[src/rtl/hazard_pkg.sv]
// Shared types and sizing for the register hazard scoreboard.
package hazard_pkg;
    localparam int NREG            = 32;
    localparam int REG_IDX_W       = 5;
    localparam int LATENCY_DEFAULT = 3;

    typedef logic [REG_IDX_W-1:0] reg_idx_t;
endpackage

[src/rtl/scoreboard_entry.sv]
// One register's busy timer: loads LATENCY when a producer issues, then
// counts down to zero; nonzero means the register is still pending.
module scoreboard_entry #(
    parameter int LATENCY = 3,
    parameter int CNT_W   = 2
) (
    input  logic i_clk,
    input  logic i_reset,
    input  logic i_load,
    output logic o_pending
);
    logic [CNT_W-1:0] cnt_r;

    // Down-counter; a new producer's load takes priority over the decrement.
    always_ff @(posedge i_clk) begin
        if (i_reset) begin
            cnt_r <= {CNT_W{1'b0}};
        end else if (i_load) begin
            cnt_r <= CNT_W'(LATENCY);
        end else if (cnt_r != {CNT_W{1'b0}}) begin
            cnt_r <= cnt_r - CNT_W'(1);
        end else begin
            cnt_r <= cnt_r;
        end
    end

    assign o_pending = (cnt_r != {CNT_W{1'b0}});
endmodule

[src/rtl/hazard_scoreboard.sv]
// RAW hazard scoreboard for the ID stage: stalls readers of pending registers.
// Optional stall-cycle statistics counter enabled by HAZARD_STATS_EN.
module hazard_scoreboard #(
    parameter int LATENCY = hazard_pkg::LATENCY_DEFAULT,
    parameter int NREG    = hazard_pkg::NREG
) (
    input  logic                            i_clk,
    input  logic                            i_reset,
    input  logic                            i_id_valid,
    input  logic [hazard_pkg::REG_IDX_W-1:0] i_rs1_addr,
    input  logic [hazard_pkg::REG_IDX_W-1:0] i_rs2_addr,
    input  logic                            i_rs1_used,
    input  logic                            i_rs2_used,
    input  logic [hazard_pkg::REG_IDX_W-1:0] i_rd_addr,
    input  logic                            i_rd_wren,
    input  logic                            i_br_taken,
    output logic                            o_stall,
    output logic                            o_pc_en,
    output logic                            o_ifid_en,
    output logic                            o_idex_bubble,
    output logic                            o_issue,
    output logic [NREG-1:0]                 o_busy_mask
`ifdef HAZARD_STATS_EN
    ,
    output logic [31:0]                     o_stall_cycles
`endif
);
    import hazard_pkg::*;

    localparam int CNT_W = $clog2(LATENCY + 1);

    logic [NREG-1:0] pend_s;
    logic [NREG-1:0] load_s;
    logic            rs1_hit_s;
    logic            rs2_hit_s;
    logic            hazard_s;
    logic            issue_s;
    logic            stall_s;

    assign pend_s[0] = 1'b0;
    assign load_s[0] = 1'b0;

    for (genvar r = 1; r < NREG; r++) begin : g_entry
        assign load_s[r] = issue_s & i_rd_wren & (i_rd_addr == reg_idx_t'(r));

        scoreboard_entry #(
            .LATENCY (LATENCY),
            .CNT_W   (CNT_W)
        ) u_entry (
            .i_clk     (i_clk),
            .i_reset   (i_reset),
            .i_load    (load_s[r]),
            .o_pending (pend_s[r])
        );
    end

    // Source lookups; x0 and unused sources never hit.
    always_comb begin
        rs1_hit_s = 1'b0;
        rs2_hit_s = 1'b0;
        if (i_rs1_used && (i_rs1_addr != {REG_IDX_W{1'b0}}) && (int'(i_rs1_addr) < NREG)) begin
            rs1_hit_s = pend_s[i_rs1_addr];
        end else begin
            rs1_hit_s = 1'b0;
        end
        if (i_rs2_used && (i_rs2_addr != {REG_IDX_W{1'b0}}) && (int'(i_rs2_addr) < NREG)) begin
            rs2_hit_s = pend_s[i_rs2_addr];
        end else begin
            rs2_hit_s = 1'b0;
        end
    end

    // Control outputs; reset forces the quiescent values, a redirect overrides the stall.
    always_comb begin
        hazard_s = i_id_valid & (rs1_hit_s | rs2_hit_s);
        if (i_reset) begin
            issue_s = 1'b0;
            stall_s = 1'b0;
        end else begin
            issue_s = i_id_valid & ~hazard_s & ~i_br_taken;
            stall_s = hazard_s & ~i_br_taken;
        end
    end

    assign o_issue       = issue_s;
    assign o_stall       = stall_s;
    assign o_idex_bubble = ~issue_s;
    assign o_pc_en       = ~i_reset & ~stall_s;
    assign o_ifid_en     = ~i_reset & ~stall_s;
    assign o_busy_mask   = i_reset ? {NREG{1'b0}} : pend_s;

`ifdef HAZARD_STATS_EN
    logic [31:0] stall_cycles_r;

    // Free-running stall counter, wraps naturally at 2^32.
    always_ff @(posedge i_clk) begin
        if (i_reset) begin
            stall_cycles_r <= 32'd0;
        end else if (stall_s) begin
            stall_cycles_r <= stall_cycles_r + 32'd1;
        end else begin
            stall_cycles_r <= stall_cycles_r;
        end
    end

    assign o_stall_cycles = stall_cycles_r;
`endif
endmodule
[config.mk]
export PLATFORM = sky130hd
export DESIGN_NAME = hazard_scoreboard
export DESIGN_NICKNAME = d
export VERILOG_FILES = /design/src/rtl/hazard_pkg.sv /design/src/rtl/scoreboard_entry.sv /design/src/rtl/hazard_scoreboard.sv
export SDC_FILE = /design/constraint.sdc
export NUM_CORES = 1
export LEC_CHECK = 0
export ABC_AREA = 1
export CAP_MARGIN = 20
export CORE_AREA = 2 2 89 91
export CTS_CLUSTER_SIZE = 40
export DETAILED_ROUTE_END_ITERATION = 7
export DIE_AREA = 0 0 91 93
export PLACE_DENSITY_LB_ADDON = 0.3
export RECOVER_POWER = 25
export SYNTH_ARGS = -nofsm -noshare
export SYNTH_HDL_FRONTEND = slang
export SYNTH_SLANG_ARGS = --single-unit
[constraint.sdc]
create_clock -name i_clk -period 3.9 [get_ports i_clk]
set_input_delay 0.78 -clock i_clk [delete_from_list [all_inputs] [get_ports i_clk]]
set_output_delay 0.78 -clock i_clk [all_outputs]
set_load 0.005 [all_outputs]
==> impl_metrics.py, run 1 <==
metrics = {
    "yosys": {
        "ys_types": 27,
        "yosysWarnings": 0,
        "synth_top_family_by_area": "simple AND/OR/NAND/NOR gates",
        "synth_edf_count": 0,
        "synthTopCellsByArea": "dfxtp_1, nand2_1, inv_1",
        "synth_mux_area_frac": 0,
        "yosys.area_share.simple": 0.304,
        "ys_seq_area_frac": 0.284,
        "syn_nets": 692,
        "synth_top_area_frac": 0.284,
        "synth-adder-area-share": 0.0886,
        "ys_seq_elements": 62,
        "yosys.area.top_type": "dfxtp_1",
        "synth_xor_area_frac": 0.0620,
        "avgSynthCellArea_um2": 6.85,
        "syn_area_um2": 4380,
        "synth_ff_type": "dfxtp_1",
        "synthArstFlopShare": 0,
        "syn_inst": 639,
        "synth_compound_area_frac": 0.116,
    },
    "timing": {
        "fmax_mhz": 266,
        "slew_viol_final": 0,
        "final.period_utilization": 0.966,
        "hold_viol_final": 0,
        "worst_slew_pin_slew_ns": 0.976,
        "period_minus_slack_ns": 3.77,
        "fin_hold_ws_ns": 0.543,
        "final-setup-viol-count": 0,
        "slew_headroom": 0.349,
        "tns_ns": 0,
        "skew_ns": 0.00469,
        "rsz0062_at_grt": "false",
    },
    "final_layout": {
        "fillers": 645,
        "register_area_um2": 1240,
        "insertedDiodeCount": 0,
        "multi_input_area_um2": 2500,
        "largest_register_ffs": 62,
        "regMostFlops": "g_entry.u_entry.cnt_r",
        "final_cell_area_um2": 5190,
        "areaGrowthSynthToFinish_pct": 18.6,
        "largest_registers": "g_entry.u_entry.cnt_r (62)",
        "nets": 740,
        "stdcell_count": 794,
        "layout-drive-gt1-share": 0.0896,
    },
    "power_and_ir_drop": {
        "intPower_mw": 2.18,
        "pwr-share-comb": 0.503,
        "power.clock.fraction": 0.215,
        "netSwitchingPower_mw": 1.42,
        "power.leakage_nw": 2.40,
        "power.share.sequential": 0.282,
        "powerDensity_nw_per_um2": 694,
        "vdd_ir_drop_max_mv": 0.376,
        "switching_share": 0.395,
    },
    "floorplanning": {
        "floorplan.rows": 32,
        "floorplan.core_area_um2": 7530,
        "io_pins": 59,
        "die_w_um": 91,
        "start_util": 0.582,
        "die-area_um2": 8460,
        "die_h_um": 93,
    },
    "cts": {
        "clk_latency_ns": 0.35,
        "numCtsBuffers": 9,
        "postCtsHoldBufs": 0,
        "cts_root_buf": "clkbuf_8",
        "cts_tree": "built",
        "ctsHtreeMaxLevel": 3,
        "clk_path_buf_depth": 2,
        "clkSlewWorstSetupHoldPaths_ns": 0.07,
        "post_cts_buffers": 0,
        "cts.sinks": 62,
    },
    "route": {
        "first_iter_violations": 275,
        "postRouteAntennaNets": 0,
        "dr.pass1.iters": 5,
        "via_count": 4265,
        "wl_um": 11000,
        "drt-vias-per-instance": 5.37,
        "drc": 0,
        "wl_per_cell_um": 13.8,
    },
    "critical_path": {
        "worstPathRequired_ns": 3.12,
        "reg2reg_depth": 15,
        "critPathKind": "primary input to output port",
        "worst-path-max-fanout": 7,
        "rr_startpoint": "g_entry[29].u_entry.cnt_r[0]",
        "cp.arrival_ns": 2.99,
        "endpoint_kind": "output port",
        "crit_start": "i_rs2_addr[1]",
        "rr_endpoint": "g_entry[8].u_entry.cnt_r[1]",
        "critPathLaunchType": "primary input",
        "r2r_slack_ns": 1.43,
    },
    "hold_path": {
        "min_from": "g_entry[2].u_entry.cnt_r[1]",
        "worstHoldPathCells": 2,
        "min_path_type": "register to register",
        "holdPathEnd": "g_entry[2].u_entry.cnt_r[1]",
    },
    "place": {
        "dp.cells": 778,
        "gp_congestion": 0.863,
        "post_dp_cell_area_um2": 4920,
        "io_buffer_count": 57,
        "dp_hpwl_um": 8350,
    },
    "outcome": {
        "outcome": "finished clean",
    },
    "global_routing": {
        "grt_max_degree": 54,
        "grt_pass1_wl_um": 18400,
        "antenna_found_initial": 0,
        "overflow": 0,
        "grt_usage": 0.269,
        "grt_pass1_vias": 4041,
    },
    "flow_run": {
        "maxCapViolCount": 0,
    },
}
-- worst max-delay path, cell delays in order --
cell             delay [ns]
clkdlybuf4s50_1        0.51
inv_1                  0.29
nand3_1                0.14
nand3_1                0.10
nand2_1                0.09
nand2_1                0.06
nand3_1                0.09
nand3_2                0.10
nand2_4                0.08
a31oi_1                0.20
clkdlybuf4s50_1        0.56
-- per-layer routing --
layer / share of wire / GRT usage / routed length [um] / vias to the layer above
met5: 0 / 0 / 0 / -
met4: 0.022 / 0.109 / 244 / 0
met3: 0.054 / 0.0387 / 587 / 28
met2: 0.50 / 0.482 / 5500 / 147
met1: 0.42 / 0.323 / 4630 / 1971
li1: - / - / - / 2119
-- how the worst max path moves through the flow --
stage,end,slack (ns),depth (start not counted)
2_1_floorplan,o_idex_bubble,1.19,13
3_3_place_gp,o_ifid_en,0.22,13
3_5_place_dp,o_pc_en,0.16,13
4_1_cts,o_pc_en,0.16,13
5_1_grt,o_pc_en,0.01,11
6_report,o_pc_en,0.13,11
-- placed cells by master (no fill, tap or decap), drive strengths merged --
master,netlist,layout
o211ai,1,1
conb,1,1
a31oi,1,1
o21ai,31,31
xor2,31,31
nand3,84,84
nor3,10,10
bufinv,0,4
dlymetal6s2s,0,1
clkdlybuf4s50,0,33
clkinvlp,0,1
nand4,1,1
dfxtp,62,62
inv,112,112
buf,15,8
dlygate4sd3,0,22
nand2,118,118
a41oi,1,1
nand3b,1,1
clkinv,0,1
clkbuf,13,11
ha,31,31
nor2,60,60
a21oi,66,66
-- power by group through the flow --
stage	Sequential [mW]	Clock, mW	Combinational, mW
3_3_place_gp	1.01	0	1.73
2_1_floorplan	0.997	0	1.30
6_report	1.02	0.773	1.81
4_1_cts	1.01	0.778	1.85
3_5_place_dp	1.03	0	1.83
5_1_grt	1.04	0.806	2.08
-- cell families after synthesis --
logic type | after synthesis
other | 1
XOR/XNOR | 31
adder cells (fa/ha/maj) | 31
AO/OA/AOI/OAI | 100
AND/OR/NAND/NOR | 274
buffers and inverters | 140
flip-flops | 62
-- per-stage QoR --
step / util / power (mW) / worst slack, ns
2_1_floorplan: - / 2.30 / 1.19
3_3_place_gp: 0.654 / 2.73 / 0.217
3_5_place_dp: 0.654 / 2.85 / 0.160
4_1_cts: 0.689 / 3.64 / 0.155
5_1_grt: 0.690 / 3.94 / 0.0103
6_report: 0.690 / 3.60 / 0.134
-- cell usage after synthesis, drive strengths merged, types with 10 or more instances --
cell type	count
nor3	10
a21oi	66
clkbuf	13
nand3	84
o21ai	31
ha	31
nor2	60
dfxtp	62
xor2	31
buf	15
nand2	118
inv	112
-- repair_timing --
| item | CTS | global route |
|---|---|---|
| setup endpoints to repair | 0 | 2 |
| endpoints found under the hold margin | 0 | 0 |
| gates resized for setup | 0 | 2 |
-- final cells by class --
cell class	count	share of cell area
Timing Repair Buffer	65	0.120
Sequential cell	62	0.239
Clock buffer	10	0.0265
Multi-Input combinational cell	437	0.481
Tap cell	102	0.0246
Inverter	112	0.0824
Clock inverter	6	0.0255
Power figures use the tool's default switching activity.
==> run 2, diff against run 1 <==
--- a/config.mk
+++ b/config.mk
@@ -11,7 +11,7 @@
 export CTS_CLUSTER_SIZE = 40
 export DETAILED_ROUTE_END_ITERATION = 7
 export DIE_AREA = 0 0 91 93
-export PLACE_DENSITY_LB_ADDON = 0.3
+export PLACE_DENSITY = 0.84
 export RECOVER_POWER = 25
 export SYNTH_ARGS = -nofsm -noshare
 export SYNTH_HDL_FRONTEND = slang
==> run 2 against run 1 <==
  * Clock-buffer cell count grew 2
  * Global-route usage shrank 1.0 points
  * Routed wire length shrank 1.9%
  * Register-to-register slack is essentially flat
  * Sequential power is essentially flat
  * Final cell count shrank 0.25%
  * Die area is the same
  * Maximum frequency grew 1.2%
  * Utilization shrank 1.6 points
  * Power shrank 8.2%
  * Clock skew grew 0.00098 ns
  * Via count shrank 2.0%
  * Critical path type unchanged
  * Largest power group unchanged
  * Highest routed layer unchanged
==> impl_metrics.py, run 2 (synthesis results as in run 1) <==
metrics = {
    "timing": {
        "period_minus_slack_ns": 3.72,
        "slew_headroom": 0.0499,
        "fmax_mhz": 269,
        "rsz0062_at_grt": "false",
        "skew_ns": 0.00567,
        "final-setup-viol-count": 0,
        "tns_ns": 0,
        "worst_slew_pin_slew_ns": 1.43,
        "final.period_utilization": 0.954,
        "hold_viol_final": 0,
        "slew_viol_final": 0,
        "fin_hold_ws_ns": 0.536,
    },
    "route": {
        "drt-vias-per-instance": 5.28,
        "wl_um": 10800,
        "via_count": 4178,
        "dr.pass1.iters": 6,
        "drc": 0,
        "postRouteAntennaNets": 0,
        "wl_per_cell_um": 13.6,
        "first_iter_violations": 247,
    },
    "floorplanning": {
        "io_pins": 59,
        "die_w_um": 91,
        "die-area_um2": 8460,
        "floorplan.rows": 32,
        "floorplan.core_area_um2": 7530,
        "start_util": 0.582,
        "die_h_um": 93,
    },
    "cts": {
        "cts_root_buf": "clkbuf_8",
        "post_cts_buffers": 0,
        "postCtsHoldBufs": 0,
        "ctsHtreeMaxLevel": 3,
        "clk_path_buf_depth": 2,
        "numCtsBuffers": 9,
        "cts_resized": 0,
        "cts.sinks": 62,
        "cts_tree": "built",
        "clkSlewWorstSetupHoldPaths_ns": 0.06,
        "clk_latency_ns": 0.34,
    },
    "final_layout": {
        "regMostFlops": "g_entry.u_entry.cnt_r",
        "nets": 740,
        "final_common_cell": "nand2_1",
        "insertedDiodeCount": 0,
        "stdcell_count": 792,
        "largest_register_ffs": 62,
        "largest_registers": "g_entry.u_entry.cnt_r (62)",
        "mostFrequentLayoutCells": "nand2_1, inv_1, a21oi_1, dfxtp_1, nor2_1",
        "layout-drive-gt1-share": 0.0826,
        "fillers": 663,
        "areaGrowthSynthToFinish_pct": 15.9,
    },
    "global_routing": {
        "overflow": 0,
        "grt_pass1_vias": 3953,
        "antenna_found_initial": 0,
        "grt_max_degree": 58,
        "grt_usage": 0.259,
        "grt_pass1_wl_um": 17800,
    },
    "critical_path": {
        "crit_buf_inv": 3,
        "path_cells": "clkdlybuf4s50_1 -> buf_4 -> nand2_1 -> nand3_1 -> nand2_1 -> nand2_1 -> nand2_1 -> nand2_1 -> nand2_1 -> nand2_1 -> nand2_2 -> nand2_4 -> a31oi_1 -> clkdlybuf4s50_1",
        "path_delay_family": "buffers and inverters",
        "critPathMostFrequentCell": "nand2_1",
        "cp.arrival_ns": 2.94,
        "cpPeakStageDelay_ns": 0.55,
        "endpoint_kind": "output port",
        "critPathKind": "primary input to output port",
        "critPathLaunchType": "primary input",
        "worstPathRequired_ns": 3.12,
        "worst-path-max-fanout": 13,
        "worst_path_max_delay_cell": "clkdlybuf4s50_1",
    },
    "power_and_ir_drop": {
        "vdd_ir_drop_max_mv": 0.375,
        "power.leakage_nw": 2.34,
        "powerDensity_nw_per_um2": 651,
    },
    "outcome": {
        "outcome": "finished clean",
    },
    "hold_path": {
        "min_path_type": "register to register",
    },
    "place": {
        "gp_congestion": 0.866,
        "dp.cells": 778,
        "dp_hpwl_um": 8090,
        "io_buffer_count": 57,
    },
    "flow_run": {
        "maxCapViolCount": 0,
    },
}
run 2: cell types whose count changed in the layout (fill, tap and decap cells not counted):
cell        delta
clkinvlp_4     -1
clkbuf_1       +3
bufinv_16      -4
clkinv_2       +1
buf_4          -1
run 2: path summary, 6_finish.rpt:
kind,start,to,slack [ns],cells after the start
worst max register to register,g_entry[7].u_entry.cnt_r[0],g_entry[8].u_entry.cnt_r[1],1.44,15
worst max-delay path,i_rs1_addr[0],o_ifid_en,0.18,14
worst min-delay path,g_entry[2].u_entry.cnt_r[1],g_entry[2].u_entry.cnt_r[1],0.54,2
worst min register to register,g_entry[2].u_entry.cnt_r[1],g_entry[2].u_entry.cnt_r[1],0.54,2
run 2: final cells by class:
class,instances,area [um2],area share
clock inverter,2,10.0,0.00197
tap,102,128,0.0252
sequential,62,1240,0.245
timing repair buffer,65,622,0.123
multi-input combinational,437,2500,0.493
inverter,112,428,0.0843
clock buffer,12,145,0.0286
run 2: metal layers:
metal  share of wire  up-vias  wire, um  global-route usage
met5               0        -         0                   0
met4           0.027        0       295               0.109
met3           0.053       23       573              0.0483
met2            0.49      133      5310               0.452
met1            0.43     1906      4570               0.313
li1                -     2116         -                   -
run 2: through the flow:
stage / setup WS (ns) / util / total power, mW / cell area [um2]
after floorplan: 1.19 / - / 2.30 / 4380
final: 0.178 / 0.674 / 3.31 / 5070
after global placement: 0.180 / 0.655 / 2.73 / 4930
after detailed placement: 0.131 / 0.655 / 2.84 / 4930
after CTS: 0.129 / 0.676 / 3.35 / 5090
after global routing: 0.0370 / 0.674 / 3.62 / 5070
run 2: worst reg2reg max path: cells and delay by family, from the launching register on:
kind / cells / cell delay (ns)
AO/OA/AOI/OAI: 1 / 0.18
flip-flops: 1 / 0.33
adder cells (fa/ha/maj): 1 / 0.26
buffers and inverters: 3 / 0.59
AND/OR/NAND/NOR: 10 / 1.02
run 2: report_power, final:
| part | switching (mW) | internal (mW) |
|---|---|---|
| Sequential | 0.133 | 0.885 |
| Clock | 0.245 | 0.239 |
| Combinational | 1.02 | 0.787 |
| Total | 1.39 | 1.91 |
